$ cat src/rtl/fetch_pkg.sv
// Shared fetch/decode definitions.
//   - Default word and address widths for fetch and decode.
//   - Opcode constants, taken from instruction bits [word_size-1 -: 4].
//   - Fetch state encoding.
package fetch_pkg;

    localparam int WORD_SIZE_DEF = 16;
    localparam int ADDR_DEF      = 16;

    localparam logic [3:0] OPC_NOP  = 4'b0000;
    localparam logic [3:0] OPC_JMP  = 4'b1100;
    localparam logic [3:0] OPC_HALT = 4'b1111;

    localparam logic [1:0] ST_IDLE = 2'd0;
    localparam logic [1:0] ST_RUN  = 2'd1;
    localparam logic [1:0] ST_HALT = 2'd2;

    function automatic logic is_halt(input logic [3:0] opc);
        return opc == OPC_HALT;
    endfunction

endpackage

$ cat src/rtl/fetch_fifo.sv
// Instruction buffer: synchronous FIFO with flush.
//   clk, rst_n   clock and synchronous active-low reset
//   push, din    enqueue (ignored when full unless a pop frees a slot)
//   pop          dequeue (ignored when empty)
//   flush        drop all entries
//   dout         head entry; when empty, holds the last value shown
//   full, empty, count  occupancy status
module fetch_fifo #(
    parameter int W     = 16,
    parameter int DEPTH = 2
) (
    input  logic                     clk,
    input  logic                     rst_n,
    input  logic                     push,
    input  logic [W-1:0]             din,
    input  logic                     pop,
    input  logic                     flush,
    output logic [W-1:0]             dout,
    output logic                     full,
    output logic                     empty,
    output logic [$clog2(DEPTH):0]   count
);

    localparam int AW = $clog2(DEPTH);

    logic [W-1:0]  mem [DEPTH];
    logic [AW-1:0] wr_ptr, rd_ptr;
    logic [AW:0]   cnt;
    logic [W-1:0]  last_q;
    logic          do_push, do_pop;

    assign empty   = (cnt == '0);
    assign full    = (cnt == (AW+1)'(DEPTH));
    assign do_pop  = pop && !empty;
    // A pop in the same cycle frees the slot, so a full buffer can still push.
    assign do_push = push && (!full || do_pop);
    assign count   = cnt;
    // Registered storage only: the head never reflects din in the same cycle.
    assign dout    = empty ? last_q : mem[rd_ptr];

    always_ff @(posedge clk) begin
        if (!rst_n || flush) begin
            wr_ptr <= '0;
            rd_ptr <= '0;
            cnt    <= '0;
        end else begin
            if (do_push) wr_ptr <= wr_ptr + AW'(1);
            if (do_pop)  rd_ptr <= rd_ptr + AW'(1);
            cnt <= cnt + (AW+1)'(do_push) - (AW+1)'(do_pop);
        end
    end

    always_ff @(posedge clk) begin
        if (do_push) mem[wr_ptr] <= din;
    end

    // Tracks what dout showed last cycle so an empty buffer keeps presenting it.
    always_ff @(posedge clk) begin
        if (!rst_n) last_q <= '0;
        else        last_q <= dout;
    end

endmodule

$ cat src/rtl/fetch_unit.sv
// Instruction fetch stage: PC, memory request control, fetch FSM and a
// small instruction buffer feeding decode.
//   DCLK, RST_N        clock, synchronous active-low reset
//   IREQ, IADDR        instruction memory read request / address
//   IDATA              read data, valid one cycle after IREQ
//   I_OUT, I_VLD, I_RDY  valid/ready instruction stream to decode
//   JMP_EN, JMP_TARGET redirect from decode
//   HALTED             fetch stopped on a HALT opcode
// Optional feature: define FETCH_HALT_EN to stop fetching when a HALT
// opcode is buffered; otherwise HALT is an ordinary instruction.
module fetch_unit
    import fetch_pkg::*;
#(
    parameter int                     word_size   = WORD_SIZE_DEF,
    parameter int                     memory_addr = ADDR_DEF,
    parameter int                     buf_depth   = 2,
    parameter logic [memory_addr-1:0] reset_pc    = '0
) (
    input  logic                   DCLK,
    input  logic                   RST_N,
    output logic                   IREQ,
    output logic [memory_addr-1:0] IADDR,
    input  logic [word_size-1:0]   IDATA,
    output logic [word_size-1:0]   I_OUT,
    output logic                   I_VLD,
    input  logic                   I_RDY,
    input  logic                   JMP_EN,
    input  logic [memory_addr-1:0] JMP_TARGET,
    output logic                   HALTED
);

    localparam int AW = $clog2(buf_depth);
    localparam int CW = AW + 2;

    logic [1:0]             state;
    logic [memory_addr-1:0] pc;
    logic                   inflight;   // response arrives on IDATA this cycle
    logic [AW:0]            occ;
    logic                   buf_full, buf_empty;
    logic                   pop, push, room, halt_hit;

    assign pop  = I_VLD && I_RDY;
    // A redirect discards the response that arrives with it.
    assign push = inflight && !JMP_EN;

`ifdef FETCH_HALT_EN
    assign halt_hit = push && is_halt(IDATA[word_size-1 -: 4]);
    assign HALTED   = (state == ST_HALT);
`else
    assign halt_hit = 1'b0;
    assign HALTED   = 1'b0;
`endif

    // Slot reservation: buffered + in-flight + the new request must fit,
    // counting a dequeue in this same cycle.
    assign room = inflight ? ((CW'(occ) + CW'(2)) <= (CW'(buf_depth) + CW'(pop)))
                           : (!buf_full || pop);

    // Blocking on halt_hit stops the request following the HALT word.
    assign IREQ  = (state == ST_RUN) && room && !JMP_EN && !halt_hit;
    assign IADDR = pc;
    assign I_VLD = !buf_empty;

    always_ff @(posedge DCLK) begin
        if (!RST_N) begin
            state    <= ST_IDLE;
            pc       <= reset_pc;
            inflight <= 1'b0;
        end else begin
            inflight <= IREQ;
            if (JMP_EN)    pc <= JMP_TARGET;
            else if (IREQ) pc <= pc + memory_addr'(1);
            case (state)
                ST_IDLE: state <= ST_RUN;
                ST_RUN:  if (halt_hit) state <= ST_HALT;
                ST_HALT: if (JMP_EN)   state <= ST_RUN;
                default: state <= ST_IDLE;
            endcase
        end
    end

    fetch_fifo #(
        .W     (word_size),
        .DEPTH (buf_depth)
    ) u_buf (
        .clk   (DCLK),
        .rst_n (RST_N),
        .push  (push),
        .din   (IDATA),
        .pop   (pop),
        .flush (JMP_EN),
        .dout  (I_OUT),
        .full  (buf_full),
        .empty (buf_empty),
        .count (occ)
    );

endmodule
$ cat config.mk
export PLATFORM = sky130hd
export DESIGN_NAME = fetch_unit
export DESIGN_NICKNAME = d
export VERILOG_FILES = /design/src/rtl/fetch_pkg.sv /design/src/rtl/fetch_fifo.sv /design/src/rtl/fetch_unit.sv
export SDC_FILE = /design/constraint.sdc
export NUM_CORES = 1
export LEC_CHECK = 0
export CAP_MARGIN = 25
export CORE_MARGIN = 2
export CORE_UTILIZATION = 45
export CTS_CLUSTER_SIZE = 20
export DETAILED_ROUTE_END_ITERATION = 10
export GPL_TIMING_DRIVEN = 0
export HOLD_SLACK_MARGIN = 0.05
export PLACE_DENSITY = 0.85
export SKIP_CTS_REPAIR_TIMING = 1
export SLEW_MARGIN = 20
export SYNTH_ARGS = -nofsm -noshare
export SYNTH_HDL_FRONTEND = slang
export SYNTH_SLANG_ARGS = --single-unit
export TNS_END_PERCENT = 30
$ cat constraint.sdc
create_clock -name DCLK -period 3 [get_ports DCLK]
set_clock_uncertainty 0.1 [all_clocks]
set_input_delay 0.6 -clock DCLK [delete_from_list [all_inputs] [get_ports DCLK]]
set_output_delay 0.6 -clock DCLK [all_outputs]
set_load 0.005 [all_outputs]
==> results of run 1 <==
==> sequential cells by signal, indices dropped and copies added, names as in the netlist, named ones only <==
register	count
inflight	1
u_buf.last_q	16
IADDR	16
u_buf.count	2
u_buf.mem	32
state	1
u_buf.wr_ptr	1
u_buf.rd_ptr	1
==> worst max-delay path by stage <==
stage / from / depth (start not counted) / to
floorplan: JMP_EN / 2 / u_buf.mem[0][0]
global placement: JMP_EN / 3 / u_buf.mem[0][10]
detailed placement: I_RDY / 7 / IREQ
CTS: u_buf.count[0] / 8 / IREQ
global route: u_buf.count[1] / 8 / IREQ
finish: u_buf.count[1] / 8 / IREQ
==> cells in the final DEF (no fill, tap or decap), drive strengths merged, types with 2 or more instances in the layout <==
cell type,n
edfxtp,32
a311oi,4
or3,3
nor2b,4
o211ai,2
clkbuf,22
o31ai,4
dfxtp,39
nor3b,3
mux2i,16
nand2,25
and2,22
nand4,5
buf,10
a31oi,7
and3,3
o21ai,35
bufinv,2
a21oi,4
clkdlybuf4s50,67
or4,3
a211oi,2
nor2,10
and4,5
dlymetal6s2s,2
ha,4
o211a,2
xnor2,5
inv,6
nor3,6
nand3,2
==> logic make-up after synthesis <==
group | after synthesis | share of synthesized area, %
AO/OA/AOI/OAI | 62 | 12.49
XOR/XNOR | 6 | 1.749
adder cells (fa/ha/maj) | 4 | 1.665
buffers and inverters | 21 | 3.122
flip-flops | 71 | 57.95
multiplexers | 16 | 5.329
other | 1 | 0.1248
AND/OR/NAND/NOR | 93 | 17.57
==> final cells by class <==
class	instances	area share (%)
buffer	16	1.844
clock buffer	11	3.473
clock inverter	5	1.967
inverter	5	0.4610
multi-input combinational	182	29.07
sequential	71	42.87
tap	77	2.366
timing repair buffer	74	17.95
==> power by group <==
part,switching [mW],internal [mW]
Sequential,0.0286,1.03
Clock,0.356,0.492
Combinational,0.0781,0.113
==> worst reg2reg max path, cell delays in order (launching register included) <==
cell and delay, ps:
dfxtp_4 370, nor2_4 190, inv_2 60, and2_1 150, ha_1 260, o21ba_2 240
o2111a_1 300, buf_6 170, a311oi_1 260, nor3_1 110
==> layer usage <==
layer,GRT usage [%],vias to the layer above,wire (µm)
met4,6.061,0,126
met3,4.235,17,526
met2,33.17,134,3366
met1,24.47,1110,2804
li1,-,1169,-
met5,0,-,0
==> through the flow <==
step / setup TNS [ps] / cells / area [µm²]
2_1_floorplan: 0 / 274 / 3005
3_3_place_gp: -23050 / 420 / 3792
5_1_grt: -34.84 / 441 / 4071
6_report: 0 / 441 / 4071
3_5_place_dp: -535.3 / 422 / 3811
4_1_cts: -436.7 / 438 / 4033
==> metrics.txt, run 1 <==
most common cell in the synthesized netlist dfxtp_1; Post-synth ARST share 0%; cell family with most CP delay compound AO/OA/AOI/OAI gates; hold_ws 432.7 ps; clk_lat worst skew 340 ps; routed len/inst 15.47 µm; peak fanout along the critical path 6; Synth Register Bits 71; Buf/Inv on CP 2; worst path cell trace nor2_4 -> inv_2 -> and2_1 -> ha_1 -> o21ba_2 -> o211ai_1 -> nor2_1 -> dlymetal6s2s_1; worst rel slew slack 49.44%; Routed Antenna Nets 0; WHS Path Cells 2; antenna violations before repair 0; Hold Crit Class register to register; ANT cells 0; CP Class register to primary output; Cells after Synth 274; WHS Endpoint u_buf.rd_ptr; Area growth syn-to-layout 35.47%; Final setup viols 0; biggest area consumer among synthesized cells edfxtp_1; Final Hold Fails 0; largest net degree at the start of global routing 17; Worst Setup Start Kind register; share of cells above drive strength 1 9.615%; synth top area cells edfxtp_1 32%, dfxtp_1 26%, o21ai_0 5.8%; Slew @ Worst Pin 758.5 ps; die span in x 85.72 µm; fin nets 399; Pleak 1.428 nW; initial DRC count 124; Synth cell types 40; Synth warnings 0; Syn Area/Cell 10.97 µm²; GRT Util Overall 19.35%; CP endpoint kind primary output; PnR worst setup slack 108.2 ps; post-layout util 63.39%; total gr overflow 0; TritonCTS Buffers 9; number of max-cap violations 0; DIE AREA 7348 µm²; # port buffers 69; CTS Root Cell clkbuf_8; FF+latch area 1745 µm²; post-synthesis sequential area ratio 57.95%; post-DP HPWL 4.818 mm; vias in the first global route 2376; Slew Limit Fails 0; die height 85.72 µm; routed vias 2430; minimum clock period 2892 ps; Initial Util 46.80%; final WL 6.824 mm; syn_nets 314; Clock Tree Buf Depth 2; Placer Congestion 0.8759; fmax 0.3458 GHz; Max VDD drop 0.0002459 V; Worst R2R Start u_buf.count[1]; I/O pin count 71; outcome complete, but fails checks; global-route wire length before repair 11.06 mm; Synth top area share 31.97%; Critical Path AT 2190 ps; area of the multi-input gates 1184 µm²; final worst path period share 96.39%; vias per inst 5.510; Worst path slowest cell dfxtp_4; Pwr Total 2.101 mW; Power Dens Cells 516.1 nW/µm²; pre-CTS WS -275.1 ps; clk sinks 71; R2R depth 9; HP Start u_buf.rd_ptr; htree depth 3; Primary FF master, synth dfxtp_1; R2R Path End IADDR[15]; EDFF count, synth 32; fillcell total 512; failing checks design-rule violations; Post-Syn Area 3005 µm²; Residual DRC 6; clock slew at the register clock pins of the worst setup and hold paths 70 ps; max incr delay on CP 370 ps; CORE AREA 6422 µm²; required time of the critical path 2300 ps; flop-to-flop setup slack 670 ps; 1st-pass router iterations 8; CTS tree built; top post-synthesis cells by count 39 x dfxtp_1, 35 x o21ai_0, 32 x edfxtp_1, 25 x nand2_1, 21 x and2_1; row cnt 29
Note: power is estimated with default switching activity, not from simulation.
==> inputs of run 2 (changes only) <==
Settings changed: CELL_PAD_IN_SITES_DETAIL_PLACEMENT set to 0, CELL_PAD_IN_SITES_GLOBAL_PLACEMENT set to 1, CORE_UTILIZATION 45 to 35, HOLD_SLACK_MARGIN 0.05 to unset.
==> run 2 against run 1 <==
Compared with the run above: the flow now finishes without violations; sequential power about the same; total power shrank 5.6%; register-to-register slack better by 50 ps; non-clock buffer count shrank 1; setup slack improved by 39 ps; design area shrank 0.28%; sequential share of layout area grew 0.057 points; first-iteration DRC count shrank 17%; largest power group unchanged; count of clock-buffer cells in the layout is 2 lower; highest routed layer unchanged.
==> metrics.txt, run 2 (same netlist as run 1, synthesis figures left out) <==
outcome complete, no violations; Worst Setup Start Kind register; max incr delay on CP 560 ps (+190 ps); GRT Util Overall 14.74% (-4.6 points); Area growth syn-to-layout 35.10%; clk_lat worst skew 340 ps (about the same); Max VDD drop 0.0002493 V (+1.4%); unrepaired setup endpoints after global routing false; met3 Track Usage GR 4.697% (+0.46 points); Slew @ Worst Pin 793.6 ps (+35.17 ps); vias in the first global route 2282 (-4.0%); initial DRC count 103 (-17%); final worst path period share 95.10% (-1.3 points); CP endpoint kind primary output; Clock Tree Buf Depth 2 (unchanged); CTS Root Cell clkbuf_8; WHS Endpoint u_buf.rd_ptr; max FFs per register 32 (unchanged); Initial Util 36.39% (-10 points); peak fanout along the critical path 10 (+4); clk sinks 71 (unchanged); HP Start u_buf.rd_ptr; row cnt 33 (+14%); worst path cell trace nor2_4 -> buf_4 -> clkbuf_1 -> nand2_1 -> o21ai_0 -> clkdlybuf4s50_1; Post-Layout Cell Count 468 (+6.1%); Final Hold Fails 0 (unchanged); # port buffers 69 (unchanged); share of cells above drive strength 1 9.091% (-0.52 points); die span in x 96.67 µm (+13%); routed vias 2336 (-3.9%); fmax 0.3505 GHz (+1.4%); pre-CTS WS -317.2 ps (-42.05 ps); post-DP HPWL 4.907 mm (+1.9%); number of max-cap violations 0 (unchanged); 1st-pass router iterations 4 (-4); WHS Path Cells 2 (unchanged); R2R Path End IADDR[13]; worst rel slew slack 47.09% (-2.3 points); leading cell types in the layout, fill and taps excluded 67 x clkdlybuf4s50_1, 38 x dfxtp_1, 35 x o21ai_0; vias per inst 4.991 (-9.4%); CP Class register to primary output; Pleak 1.411 nW (-1.2%); die height 96.67 µm (+13%); commonest non-fill, non-tap cell in the layout clkdlybuf4s50_1; I/O pin count 71 (unchanged); global-route wire length before repair 11.03 mm (-0.24%); Hold Crit Class register to register; register name with the most flops u_buf.mem; met2 Usage GRT 23.29% (-9.9 points); flop-to-flop setup slack 720 ps (+50 ps); PnR worst setup slack 146.9 ps (+38.67 ps); TritonCTS Buffers 9 (unchanged); routed len/inst 14.68 µm (-5.2%); ANT cells 0 (unchanged); minimum clock period 2853 ps (-38.66 ps); Slew Limit Fails 0 (unchanged); Power Dens Cells 488.8 nW/µm² (-5.3%); dpl cells 450 (+6.6%); total gr overflow 0 (unchanged); CORE AREA 8258 µm² (+29%); busiest layer in global routing met2; Worst path slowest cell clkdlybuf4s50_1; required time of the critical path 2300 ps (about the same); antenna violations before repair 0 (unchanged); clock slew at the register clock pins of the worst setup and hold paths 80 ps (about the same); CTS tree built; met1 Use GR 19.16% (-5.3 points); final WL 6.868 mm (+0.64%); Residual DRC 0 (-6); Worst R2R Start u_buf.count[0]; Routed Antenna Nets 0 (unchanged); Final setup viols 0 (unchanged); htree depth 3 (unchanged); Placer Congestion 0.8263 (-5.7%); largest net degree at the start of global routing 17 (unchanged); fin nets 398 (-0.25%); Critical Path AT 2150 ps (-40 ps); R2R depth 9 (unchanged); DIE AREA 9344 µm² (+27%)
## run 2: cell count changes in the layout (fill, tap and decap cells not counted), sizes merged
cell	previous run	this run
clkinv	1	5
clkbuf	22	20
bufinv	2	1
inv	6	5
buf	10	9
## run 2: critical path, delay by kind of cell (launching register included)
family | cells | cell delay (ps)
AOI/OAI and AO/OA | 1 | 120
buffers and inverters | 3 | 1110
DFF | 1 | 360
and+or+nand+nor | 2 | 210
## run 2: layer usage
layer	routed length (µm)	share of wire [%]
met5	0	0
met4	101	1.5
met3	406	5.9
met2	3165	46
met1	3195	47
## run 2: worst max path at each step
stage | startpoint | to | slack [ps] | cells past startpoint
floorplan | JMP_EN | u_buf.mem[0][0] | 50 | 2
global placement | JMP_EN | u_buf.mem[0][8] | -1510 | 3
detailed placement | I_RDY | IREQ | -320 | 7
CTS | u_buf.count[1] | IREQ | -440 | 8
global route | u_buf.count[0] | I_OUT[10] | 2 | 6
finish | u_buf.count[0] | I_OUT[5] | 150 | 6
## run 2: report_power, final
part / internal (mW) / total [mW] / switching, mW
clock network: 0.377 / 0.734 / 0.357
registers: 1.04 / 1.06 / 0.0271
logic: 0.111 / 0.188 / 0.0771
## run 2: final cells by class
class	count	area, µm²
buffer	16	75.07
tap	105	131.4
multi-input combinational	182	1184
clock buffer	9	123.9
sequential	71	1743
clock inverter	7	63.81
timing repair buffer	73	720.7
fill	789	4198
inverter	5	18.77
## run 2: through the flow
| step | hold WS, ps | utilization, % | TNS [ps] | power, mW | instance area [µm²] |
|---|---|---|---|---|---|
| floorplan | 381.1 | - | 0 | 1.147 | 3005 |
| finish | 424.1 | 49.17 | 0 | 1.984 | 4060 |
| CTS | 425.4 | 48.82 | -441.1 | 1.995 | 4031 |
| global placement | 397.6 | 46.35 | -24900 | 1.267 | 3827 |
| global route | 451.3 | 49.17 | 0 | 2.073 | 4060 |
| detailed placement | 398.8 | 46.55 | -1742 | 1.270 | 3844 |
